[src/rtl/mc_state_sequencer.sv]
// ---------------------------------------------------------------------------
// mc_state_sequencer
//
// Next-state sequencer for the multi-cycle RISC-V core. It holds the 4-bit
// state register that drives the combinational micro-controller. It steps
// through fetch, decode, execute, memory and write-back according to the
// opcode class in IR. It stops in HALT on ECALL or on an unknown opcode.
// It also keeps free-running cycle and retired-instruction counters.
//
// Ports
//   clk            core clock; all state updates on the rising edge
//   reset          synchronous, active-high; wins over every transition
//   opcode[6:0]    IR[6:0]; sampled only in ID, EX_2 and MEM_4
//   current_state  state register, consumed by the micro-controller
//   halted         high while the state register holds HALT
//   illegal_op     sticky; HALT was entered on an unknown opcode
//   cycle_count    non-HALT cycles since reset (wraps)
//   retired_count  completed instructions since reset (wraps)
// ---------------------------------------------------------------------------
module mc_state_sequencer #(
    parameter int CNT_W = 32
) (
    input  logic             clk,
    input  logic             reset,
    input  logic [6:0]       opcode,
    output logic [3:0]       current_state,
    output logic             halted,
    output logic             illegal_op,
    output logic [CNT_W-1:0] cycle_count,
    output logic [CNT_W-1:0] retired_count
);

    typedef enum logic [3:0] {
        S_IF_1  = 4'd0,
        S_IF_2  = 4'd1,
        S_IF_3  = 4'd2,
        S_IF_4  = 4'd3,
        S_ID    = 4'd4,
        S_EX_1  = 4'd5,
        S_EX_2  = 4'd6,
        S_MEM_1 = 4'd7,
        S_MEM_2 = 4'd8,
        S_MEM_3 = 4'd9,
        S_MEM_4 = 4'd10,
        S_WB    = 4'd11,
        S_HALT  = 4'd12
    } state_t;

    localparam logic [6:0] OP_ARITH     = 7'b0110011;
    localparam logic [6:0] OP_ARITH_IMM = 7'b0010011;
    localparam logic [6:0] OP_LOAD      = 7'b0000011;
    localparam logic [6:0] OP_STORE     = 7'b0100011;
    localparam logic [6:0] OP_BRANCH    = 7'b1100011;
    localparam logic [6:0] OP_JAL       = 7'b1101111;
    localparam logic [6:0] OP_JALR      = 7'b1100111;
    localparam logic [6:0] OP_ECALL     = 7'b1110011;

    localparam logic [CNT_W-1:0] CNT_ONE = {{(CNT_W-1){1'b0}}, 1'b1};

    state_t           state_r;
    state_t           next_state_s;
    logic             retire_s;
    logic             set_illegal_s;
    logic             cycle_en_s;
    logic             illegal_op_r;
    logic [CNT_W-1:0] cycle_count_r;
    logic [CNT_W-1:0] retired_count_r;

    // Next-state decode plus the retire / illegal-opcode events of this cycle
    always_comb begin
        next_state_s  = state_r;
        retire_s      = 1'b0;
        set_illegal_s = 1'b0;
        cycle_en_s    = 1'b1;
        case (state_r)
            S_IF_1:  next_state_s = S_IF_2;
            S_IF_2:  next_state_s = S_IF_3;
            S_IF_3:  next_state_s = S_IF_4;
            S_IF_4:  next_state_s = S_ID;
            S_ID: begin
                case (opcode)
                    OP_ARITH, OP_ARITH_IMM, OP_LOAD, OP_STORE,
                    OP_BRANCH, OP_JAL, OP_JALR: begin
                        next_state_s = S_EX_1;
                    end
                    OP_ECALL: begin
                        // ECALL completes the moment it is decoded
                        next_state_s = S_HALT;
                        retire_s     = 1'b1;
                    end
                    default: begin
                        next_state_s  = S_HALT;
                        set_illegal_s = 1'b1;
                    end
                endcase
            end
            S_EX_1:  next_state_s = S_EX_2;
            S_EX_2: begin
                case (opcode)
                    OP_LOAD, OP_STORE: begin
                        next_state_s = S_MEM_1;
                    end
                    OP_BRANCH: begin
                        // PC already updated in EX_1/EX_2; nothing to write back
                        next_state_s = S_IF_1;
                        retire_s     = 1'b1;
                    end
                    default: begin
                        // ARITHMETIC, ARITHMETIC_IMM, JAL, JALR
                        next_state_s = S_WB;
                    end
                endcase
            end
            S_MEM_1: next_state_s = S_MEM_2;
            S_MEM_2: next_state_s = S_MEM_3;
            S_MEM_3: next_state_s = S_MEM_4;
            S_MEM_4: begin
                if (opcode == OP_STORE) begin
                    next_state_s = S_IF_1;
                    retire_s     = 1'b1;
                end else begin
                    next_state_s = S_WB;
                end
            end
            S_WB: begin
                next_state_s = S_IF_1;
                retire_s     = 1'b1;
            end
            S_HALT: begin
                next_state_s = S_HALT;
                cycle_en_s   = 1'b0;
            end
            default: begin
                // Unused codes recover to fetch silently: no count, no flag
                next_state_s = S_IF_1;
                cycle_en_s   = 1'b0;
            end
        endcase
    end

    // State register, sticky illegal flag and both event counters
    always_ff @(posedge clk) begin
        if (reset) begin
            state_r         <= S_IF_1;
            illegal_op_r    <= 1'b0;
            cycle_count_r   <= {CNT_W{1'b0}};
            retired_count_r <= {CNT_W{1'b0}};
        end else begin
            state_r <= next_state_s;
            if (set_illegal_s) begin
                illegal_op_r <= 1'b1;
            end else begin
                illegal_op_r <= illegal_op_r;
            end
            if (cycle_en_s) begin
                cycle_count_r <= cycle_count_r + CNT_ONE;
            end else begin
                cycle_count_r <= cycle_count_r;
            end
            if (retire_s) begin
                retired_count_r <= retired_count_r + CNT_ONE;
            end else begin
                retired_count_r <= retired_count_r;
            end
        end
    end

    assign current_state = state_r;
    assign halted        = (state_r == S_HALT);
    assign illegal_op    = illegal_op_r;
    assign cycle_count   = cycle_count_r;
    assign retired_count = retired_count_r;

endmodule

[config.mk]
export PLATFORM = sky130hd
export DESIGN_NAME = mc_state_sequencer
export DESIGN_NICKNAME = d
export VERILOG_FILES = /design/src/rtl/mc_state_sequencer.sv
export SDC_FILE = /design/constraint.sdc
export NUM_CORES = 1
export LEC_CHECK = 0
export CORE_MARGIN = 10
export CORE_UTILIZATION = 45
export DETAILED_ROUTE_END_ITERATION = 8
export HOLD_SLACK_MARGIN = 0.1
export PLACE_DENSITY = 0.76
export SLEW_MARGIN = 30
export SYNTH_ARGS = -nofsm -noshare
export SYNTH_HDL_FRONTEND = slang
export SYNTH_SLANG_ARGS = --single-unit
[constraint.sdc]
create_clock -name clk -period 2 [get_ports clk]
set_clock_uncertainty 0.1 [all_clocks]
set_input_delay 0.2 -clock clk [delete_from_list [all_inputs] [get_ports clk]]
set_output_delay 0.2 -clock clk [all_outputs]
set_load 0.1 [all_outputs]
==> results of run 1 <==
[timing repair]
action                     in CTS  in global routing
gates resized for setup         4                 22
pin swaps                       1                  7
setup buffers                   0                  5
cloned                          0                  5
setup endpoints to repair       4                 29
[registers in the layout, indices dropped and copies added, names as in the netlist]
register,count
current_state,4
cycle_count,32
retired_count,32
illegal_op,1
[where the power goes]
part	leakage, nW	switching, mW	internal [mW]
logic	1.14	0.261	0.120
clock network	0.109	0.542	0.654
registers	0.601	0.0410	1.35
total	1.85	0.844	2.12
[layer usage]
layer  GRT usage (%)  vias up
li1                -     1791
met5               0        -
met2            29.6      143
met3            4.43       22
met4            6.30        0
met1            20.2     1819
[worst paths after layout]
path	depth (start not counted)	from	end	slack (ps)
worst min-delay path	2	reset	illegal_op	190
worst max register to register	5	current_state[3]	retired_count[9]	-9
worst max-delay path	5	current_state[3]	retired_count[9]	-9
worst min register to register	2	retired_count[29]	retired_count[29]	400
[placed cells by master (no fill, tap or decap), types with 2 or more instances in the layout]
master	Yosys	layout
buf_4	1	118
dfxtp_4	0	42
nor2_1	38	38
a21oi_1	38	35
nand3_1	27	25
nand2_1	23	23
xnor2_1	22	22
dfxtp_2	0	21
o31ai_1	18	18
nand4_1	15	15
or4_1	18	14
inv_1	13	13
or3_1	12	12
o21ai_0	12	12
nor3_1	12	11
clkbuf_8	0	9
xor2_1	8	8
nor4_1	9	8
and4_1	12	7
dfxtp_1	69	6
clkdlybuf4s50_1	0	6
and3_1	6	5
and4_4	0	5
a31o_2	4	4
and3_4	0	4
or4_4	0	4
a31oi_1	4	4
nand2b_1	4	4
a21oi_2	0	3
buf_12	0	3
a41oi_1	2	2
nand4bb_1	2	2
ha_1	2	2
inv_4	0	2
and3_2	0	2
[cell type report]
class                      instances  area share (%)
tap                               99            2.44
clock buffer                      11            3.01
clock inverter                     5            1.11
timing repair buffer             130            20.4
sequential                        69            30.9
inverter                          13           0.962
multi-input combinational        311            41.2
[synth_stat cells, types with 3 or more instances]
cell type / instances / area [um2]
and3_1: 6 / 37.5
xnor2_1: 22 / 193
a31oi_1: 4 / 25.0
o21ai_0: 12 / 60.1
nand2b_1: 4 / 25.0
nor2_1: 38 / 143
a31o_2: 4 / 35.0
nor3_1: 12 / 60.1
and4_1: 12 / 105
o31ai_1: 18 / 135
buf_6: 3 / 33.8
dfxtp_1: 69 / 1380
buf_2: 5 / 25.0
inv_1: 13 / 48.8
xor2_1: 8 / 70.1
nand2_1: 23 / 86.3
or3_1: 12 / 75.1
clkbuf_1: 17 / 63.8
nor4_1: 9 / 56.3
nand4_1: 15 / 93.8
nand3_1: 27 / 135
a21oi_1: 38 / 190
or4_1: 18 / 135
[worst reg2reg max path: stages, from the launching register on]
cell	delay (ps)
dfxtp_4	370
and4bb_2	330
o2111ai_4	200
and3_2	340
or4_1	480
a21oi_1	130
[kinds of logic (layout without fill, tap and decap cells)]
group / Yosys count / in the layout
xor+xnor: 30 / 30
simple gates: 187 / 192
compound gates: 85 / 85
flops: 69 / 69
buf+inv: 40 / 159
mux: 1 / 1
fa+ha+maj: 3 / 3
==> impl_results.md, run 1 <==
* Mux share of post-synthesis cell area at less than 1%
* GRT Overall Usage at around 17%
* Num Clock Sinks at 69
* RD Place Congestion at between 0.8 and 0.9
* Placed cells at between 600 and 700
* Synth warn at 0
* Post-DRT Antenna Nets at 0
* Seq/Total Area, Yosys at 39.9%
* # nets final at 545
* Layout Utilization at 68.8%
* Final Hold Fails at 0
* Leak at 1.85 nW
* Post-synth EDFFs at 0
* Simple-Gate Fraction of Synth Area at about 31%
* CP peak stage delay at roughly 480 ps
* Family with the most delay on the worst path: simple AND/OR/NAND/NOR gates
* Die height at about 110 um
* Finished Layout Cells at around 640
* Xor-xnor portion of the synthesized cell area at 7.58%
* Post-Syn Area at 3470 um2
* Worst EP arrival at between 2000 and 2500 ps
* Flops & latches, synth at a little under 70
* Synth Area in Adders at 1.01%
* Worst Max-Slew Pin Slew at ~440 ps
* Ys flop type: dfxtp_1
* Die footprint at approximately 12000 um2
* Max FO, Critical Path at 8
* Vias at 3775
* Post-Place Setup Slack at -308 ps
* CP max stage cell: or4_1
* Fin worst setup slack at -9.34 ps
* H-tree depth at 3
* Pwr Density at approximately 580 nW/um2
* Peak VDD IR at 331 uV
* Setup-failing EPs final at 3
* GR Overflow Total at 0
* Drt first pass iters at 5
* Post-Syn Instances at ~420
* Pin count of the biggest net entering global routing at 53
* Syn Area/Cell at 8.35 um2
* Fin crit share at 100%
* Drt initial violations at 270
* Crit Path Class: reg -> reg
* Root buffer cell: clkbuf_8
* Total Power at 2.96 mW
* Wire length on met3 at 739 um
* Total Wirelength at 10.9 mm
* HPWL after detailed placement at 7.23 mm
* RSZ-0062 raised after global routing: true
* CTS Buffer Depth at 2
* # rows at 31
* Largest family of logic cells by synthesized area: simple AND/OR/NAND/NOR gates
* Die Span X at around 110 um
* Hold Crit Class: in -> reg
* CP Cell Sequence: and4bb_2 -> o2111ai_4 -> and3_2 -> or4_1 -> a21oi_1
* Post-route DRC violation count at 0
* Setup TNS at -26.2 ps
* Filler instances at 609
* Max-Cap Viols at 0
* DP Area at between 4000 and 5000 um2
* P&R area growth vs syn at 46.3%
* Vias per cell at 5.92
* Tmin final at approximately 2000 ps
* Vias in the first global route at between 3000 and 4000
* Later-pin clock latency in the skew report at between 300 and 400 ps
* CTS tree: done
* CP bufs+invs at 0
* Hold-fix buffers, CTS at 0
* Compound-Gate Fraction of Synth Area at ~15%
* IO Pins at 79
* Syn Nets at 426
* Startpoint Class: flop
* Area of the multi-input gates at 2090 um2
* Max Slew Vio Count at 0
* Unique masters post-synth at 45
* Nature of the critical path endpoint: flop
* Max Clk Rate at 498 MHz
* DR WL met2 at 5.47 mm
* Antenna violations before repair at 0
* Initial Utilization at between 40% and 50%
* Reg area at 1570 um2
* Ant diodes at 0
* Run status: finished, violations left
* Fraction of layout cells with a size suffix above 1 at 43.8%
* WHS at ~190 ps
* Clk slew on worst S/H paths at 80 ps
* Failing checks: negative setup slack
* Wl on met1 at 4.53 mm
* Async SR Flop Fraction at 0%
* Slew HR at 70.8%
* Max layer used: met4
* WL/cell at ~17 um
* Core area at 7370 um2
* Number of CTS-inserted buffers at 9
* I/O Buffers at just under 80
* First-pass GRT wire length at between 15 and 20 mm
* Post-route cell area at 5070 um2
* Req. time, crit path at between 2000 and 2500 ps
No activity file was read; power rests on OpenSTA's default activity.
==> run 2: changes to the inputs <==
Settings changed: ABC_AREA set to 1, ABC_CLOCK_PERIOD_IN_PS set to 2000, CORE_UTILIZATION 45 to 48, PLACE_DENSITY 0.76 to 0.77.
==> run 2 against run 1 <==
Against the previous run:
- the run now ends clean
- sequential share of layout area shrank 3.2 points
- final cell count grew 37%
- power grew 7.3%
- worst setup slack gained 220 ps
- count of clock-buffer cells in the layout grew 2
- critical path type unchanged
==> impl_results.md, run 2 <==
* Run status: completed
* Total Power at 3.18 mW (+7.3%)
* Layout Utilization at 62.6% (-6.2 points)
* Leak at 1.99 nW (+7.6%)
* Total Wirelength at 11.5 mm (+4.6%)
* Syn Nets at 694 (+63%)
* Req. time, crit path at 2130 ps (-50 ps)
* Final Hold Fails at 0 (unchanged)
* Fin worst setup slack at 208 ps (+217 ps)
* Commonest cells post-synth: nand2_1 (221), nor2_1 (128), dfxtp_1 (69)
* Max FO, Critical Path at 8 (unchanged)
* Root buffer cell: clkbuf_8
* Die height at 113 um (+5.1%)
* P&R area growth vs syn at 25.1%
* First-pass GRT wire length at 19.5 mm (+16%)
* Vias at 4477 (+19%)
* DP Area at 4970 um2 (+6.6%)
* Peak VDD IR at 350 uV (+5.8%)
* WL/cell at 13.1 um (-24%)
* Hold Crit Class: reg -> reg
* Most common cell in the netlist: nand2_1
* Startpoint Class: flop
* Fin crit share at 89.6% (-11 points)
* Top post-synthesis cells by area: dfxtp_1 (33%), nand2_1 (20%), nor2_1 (12%)
* Antenna violations before repair at 0 (unchanged)
* Later-pin clock latency in the skew report at 340 ps (about the same)
* Die Span X at 113 um (+5.1%)
* Unique masters post-synth at 37 (-18%)
* Drt initial violations at 172 (-36%)
* CTS tree: done
* Setup-failing EPs final at 0 (-3)
* Pin count of the biggest net entering global routing at 45 (-15%)
* Max Slew Vio Count at 0 (unchanged)
* Post-CTS setup repair buffer count at 0 (unchanged)
* WHS at 361 ps (+171 ps)
* RD Place Congestion at 0.917 (+4.7%)
* Nature of the critical path endpoint: flop
* Post-synth EDFFs at 0 (unchanged)
* CTS Buffer Depth at 2 (unchanged)
* Seq/Total Area, Yosys at 33.1% (-6.7 points)
* Async SR Flop Fraction at 0% (unchanged)
* Tmin final at 1790 ps (-217 ps)
* Hold-fix buffers, CTS at 0 (unchanged)
* Finished Layout Cells at 876 (+37%)
* Max Clk Rate at 558 MHz (+12%)
* HPWL after detailed placement at 8.87 mm (+23%)
* Initial Utilization at 50.0% (+3.0 points)
* Ant diodes at 0 (unchanged)
* # rows at 33 (+6.5%)
* GRT Overall Usage at 17.7% (+0.41 points)
* IO Pins at 79 (unchanged)
* Vias per cell at 5.11 (-14%)
* Post-route cell area at 5220 um2 (+2.9%)
* Slew HR at 75.8% (+5.0 points)
* Pwr Density at 609 nW/um2 (+4.2%)
* Most common cell after layout, fill and taps aside: nand2_1
* H-tree depth at 3 (unchanged)
* # nets final at 777 (+43%)
* Post-route DRC violation count at 0 (unchanged)
* I/O Buffers at 78 (unchanged)
* Post-Place Setup Slack at 87.6 ps (+395 ps)
* Ys flop type: dfxtp_1
* Worst EP arrival at 1920 ps (-270 ps)
* GR Overflow Total at 0 (unchanged)
* Max-Cap Viols at 0 (unchanged)
* Die footprint at 12800 um2 (+10%)
* Syn Area/Cell at 6.11 um2 (-27%)
* Drt first pass iters at 5 (unchanged)
* Synth warn at 0 (unchanged)
* Commonest non-fill, non-tap cells in the layout: nand2_1 (221), nor2_1 (127), buf_4 (76), inv_1 (51), dfxtp_2 (50)
* Flops & latches, synth at 69 (unchanged)
* Worst Max-Slew Pin Slew at 360 ps (-78.0 ps)
* Dominant cell type by area after synthesis: dfxtp_1
* RSZ-0062 raised after global routing: false
* Core area at 8340 um2 (+13%)
* Fraction of layout cells with a size suffix above 1 at 25.6% (-18 points)
* Clk slew on worst S/H paths at 80 ps (about the same)
* Vias in the first global route at 4167 (+20%)
* Num Clock Sinks at 69 (unchanged)
* Number of CTS-inserted buffers at 9 (unchanged)
* Filler instances at 806 (+32%)
* Placed cells at 860 (+41%)
* Post-Syn Instances at 683 (+65%)
* Setup TNS at 0 ps (+26.2 ps)
* Post-Syn Area at 4170 um2 (+20%)
* Post-CTS Resized at 0 (-4)
* Post-DRT Antenna Nets at 0 (unchanged)
* Crit Path Class: reg -> reg
* Synth top area share at 33.1% (-6.7 points)
run 2: kinds of logic after synthesis:
| family | Yosys count | share of synthesized area, % |
|---|---|---|
| simple gates | 447 | 45.8 |
| buf+inv | 78 | 7.89 |
| xor+xnor | 7 | 1.47 |
| compound gates | 80 | 11.1 |
| flops | 69 | 33.1 |
| fa+ha+maj | 2 | 0.600 |
run 2: area by class of cell:
| class | count | area (um2) | share of cell area, % |
|---|---|---|---|
| sequential | 69 | 1440 | 27.7 |
| timing repair buffer | 86 | 691 | 13.2 |
| tap | 105 | 131 | 2.52 |
| clock inverter | 3 | 65.1 | 1.25 |
| multi-input combinational | 536 | 2470 | 47.3 |
| inverter | 64 | 240 | 4.60 |
| clock buffer | 13 | 179 | 3.43 |
run 2: path summary, 6_finish.rpt:
| check | depth (start not counted) | slack, ps | end | from |
|---|---|---|---|---|
| max | 10 | 210 | retired_count[30] | retired_count[0] |
| min | 2 | 360 | cycle_count[12] | cycle_count[12] |
| max reg2reg | 10 | 210 | retired_count[30] | retired_count[0] |
| min reg2reg | 2 | 360 | cycle_count[12] | cycle_count[12] |
run 2: routing by layer:
metal | routed length (um) | vias up | share of wire [%] | global-route usage (%)
li1 | - | 2325 | - | -
met1 | 5150 | 2029 | 45 | 21.3
met2 | 5440 | 112 | 48 | 29.6
met3 | 734 | 11 | 6.4 | 5.02
met4 | 129 | 0 | 1.1 | 5.67
met5 | 0 | - | 0 | 0
run 2: critical path, cell delays in order (launching register included):
cell	delay [ps]
dfxtp_2	360
ha_1	200
nand2_1	100
nor2_4	220
nand2_1	110
nor2_1	270
nand2_1	90
nand2_1	60
nand2_1	60
nand2_2	60
a21oi_2	50
run 2: power breakdown:
part	total (mW)	switching (mW)	internal (mW)
combinational	0.391	0.291	0.100
sequential	1.43	0.0306	1.40
clock	1.36	0.522	0.837
==> run 3: changes to the inputs <==
Settings changed: CORE_MARGIN 10 to unset.
==> run 3 against run 2 <==
Against the previous run:
- combinational power barely moved
- hold slack gained 1.8 ps
- register-to-register slack worse by 20 ps
- sequential power about the same
- largest cell class unchanged
- routed wire length shrank 4.8%
- non-clock buffer count unchanged
==> impl_results.md, run 3 (same netlist as run 2, synthesis figures left out) <==
* GRT Overall Usage at 24.8% (+7.1 points)
* Run status: completed
* Crit Path Class: reg -> reg
* Req. time, crit path at 2130 ps (about the same)
* CTS Buffer Depth at 2 (unchanged)
* Fin worst setup slack at 188 ps (-19.8 ps)
* # nets final at 777 (unchanged)
* Setup-failing EPs final at 0 (unchanged)
* Vias in the first global route at 3944 (-5.4%)
* Number of CTS-inserted buffers at 9 (unchanged)
* GR Overflow Total at 0 (unchanged)
* Core area at 8300 um2 (-0.50%)
* Num Clock Sinks at 69 (unchanged)
* Fraction of layout cells with a size suffix above 1 at 25.1% (-0.45 points)
* P&R area growth vs syn at 22.5%
* Worst EP arrival at 1940 ps (+20 ps)
* Total Power at 2.76 mW (-13%)
* CP peak stage delay at 360 ps (about the same)
* Root buffer cell: clkbuf_8
* Max FO, Critical Path at 8 (unchanged)
* Drt first pass iters at 5 (unchanged)
* Reg2reg start: retired_count[0]
* Filler instances at 810 (+0.50%)
* Layout Utilization at 61.6% (-1.0 points)
* Die height at 95.2 um (-16%)
* Reg2Reg Setup Slack at 190 ps (-20 ps)
* Max Slew Vio Count at 0 (unchanged)
* # rows at 33 (unchanged)
* Die footprint at 9070 um2 (-29%)
* Total Wirelength at 10.9 mm (-4.8%)
* Nature of the critical path endpoint: flop
* Post-DRT Antenna Nets at 0 (unchanged)
* Clk slew on worst S/H paths at 80 ps (about the same)
* Post-route DRC violation count at 0 (unchanged)
* Setup TNS at 0 ps (unchanged)
* Fin crit share at 90.6% (+0.99 points)
* CP bufs+invs at 0 (unchanged)
* IO Pins at 79 (unchanged)
* Final Hold Fails at 0 (unchanged)
* Ant diodes at 0 (unchanged)
* Hold Path Origin: cycle_count[12]
* Drt initial violations at 214 (+24%)
* Max-Cap Viols at 0 (unchanged)
* Slew HR at 75.9% (+0.091 points)
* HPWL after detailed placement at 8.22 mm (-7.4%)
* Later-pin clock latency in the skew report at 340 ps (about the same)
* Die Span X at 95.2 um (-16%)
* CP Cell Sequence: ha_1 -> nand2_1 -> nor2_4 -> nand2_1 -> nor2_1 -> nand2_1 -> nand2_1 -> nand2_1 -> nand2_2 -> a21oi_2
* Post-CTS Resized at 0 (unchanged)
* Stages on worst setup path at 10 (unchanged)
* Hold-fix buffers, CTS at 0 (unchanged)
* Initial Utilization at 50.3% (+0.25 points)
* Post-route cell area at 5110 um2 (-2.1%)
* Crit path from: retired_count[0]
* Antenna violations before repair at 0 (unchanged)
* Hold Crit Class: reg -> reg
* RSZ-0062 raised after global routing: false
* Post-Place Setup Slack at 84.2 ps (-3.35 ps)
* Commonest non-fill, non-tap cells in the layout: nand2_1 (221), nor2_1 (127), buf_4 (77), inv_1 (51), dfxtp_2 (50)
* Tmin final at 1810 ps (+19.8 ps)
* RR Endpoint: retired_count[26]
* Vias per cell at 5.15 (+0.77%)
* Post-CTS setup repair buffer count at 0 (unchanged)
* First-pass GRT wire length at 17.8 mm (-8.4%)
* Worst Max-Slew Pin Slew at 358 ps (-1.35 ps)
* CP max stage cell: dfxtp_2
* Reg2Reg Depth at 10 (unchanged)
* CTS tree: done
* Worst setup path endpoint: retired_count[26]
* Vias at 4501 (+0.54%)
* Max Clk Rate at 552 MHz (-1.1%)
* I/O Buffers at 78 (unchanged)
* Leak at 1.94 nW (-2.7%)
* Pin count of the biggest net entering global routing at 45 (unchanged)
* Startpoint Class: flop
* Most common cell after layout, fill and taps aside: nand2_1
* WL/cell at 12.5 um (-4.5%)
* DP Area at 4960 um2 (-0.25%)
* Crit-path most repeated cell: nand2_1
* Family with the most delay on the worst path: simple AND/OR/NAND/NOR gates
* RD Place Congestion at 0.975 (+6.4%)
* Pwr Density at 540 nW/um2 (-11%)
* Peak VDD IR at 496 uV (+42%)
* H-tree depth at 3 (unchanged)
-- run 3: changes by cell type in the layout (fill, tap and decap cells not counted), sizes merged --
cell	previous run	this run
bufinv	2	0
clkinv	5	7
clkbuf	13	11
-- run 3: final cells by class --
type | count | area [um2] | share of cell area, %
Timing Repair Buffer | 86 | 678 | 13.3
Tap cell | 105 | 131 | 2.57
Sequential cell | 69 | 1440 | 28.3
Inverter | 64 | 240 | 4.70
Clock buffer | 11 | 131 | 2.57
Clock inverter | 3 | 15.0 | 0.294
Multi-Input combinational cell | 536 | 2470 | 48.3
-- run 3: per-stage QoR --
step / hold WS [ps] / instances
floorplan: 293 / 683
CTS: 363 / 874
detailed placement: 352 / 860
finish: 363 / 874
global placement: 351 / 860
global route: 398 / 874
-- run 3: worst min-delay path by stage --
stage	end	slack, ps	cells past startpoint
after global routing	cycle_count[12]	400	2
after CTS	cycle_count[12]	360	2
after global placement	cycle_count[12]	350	2
after detailed placement	cycle_count[12]	350	2
final	cycle_count[12]	360	2
after floorplan	current_state[2]	290	3
-- run 3: layer usage --
| metal | global-route usage (%) | routed length, um |
|---|---|---|
| met1 | 32.2 | 5040 |
| met2 | 41.6 | 5120 |
| met3 | 3.51 | 579 |
| met4 | 8.96 | 169 |
| met5 | 0 | 0 |
-- run 3: worst register-to-register path, stage by stage (launching register included) --
cell and delay (ps):
dfxtp_2 360, ha_1 200, nand2_1 100, nor2_4 210
nand2_1 140, nor2_1 270, nand2_1 100, nand2_1 70
nand2_1 60, nand2_2 60, a21oi_2 50
-- run 3: power by group --
group	switching (mW)	internal [mW]	leakage (nW)
sequential	0.0306	1.40	0.582
clock	0.503	0.431	0.0788
combinational	0.294	0.0998	1.28
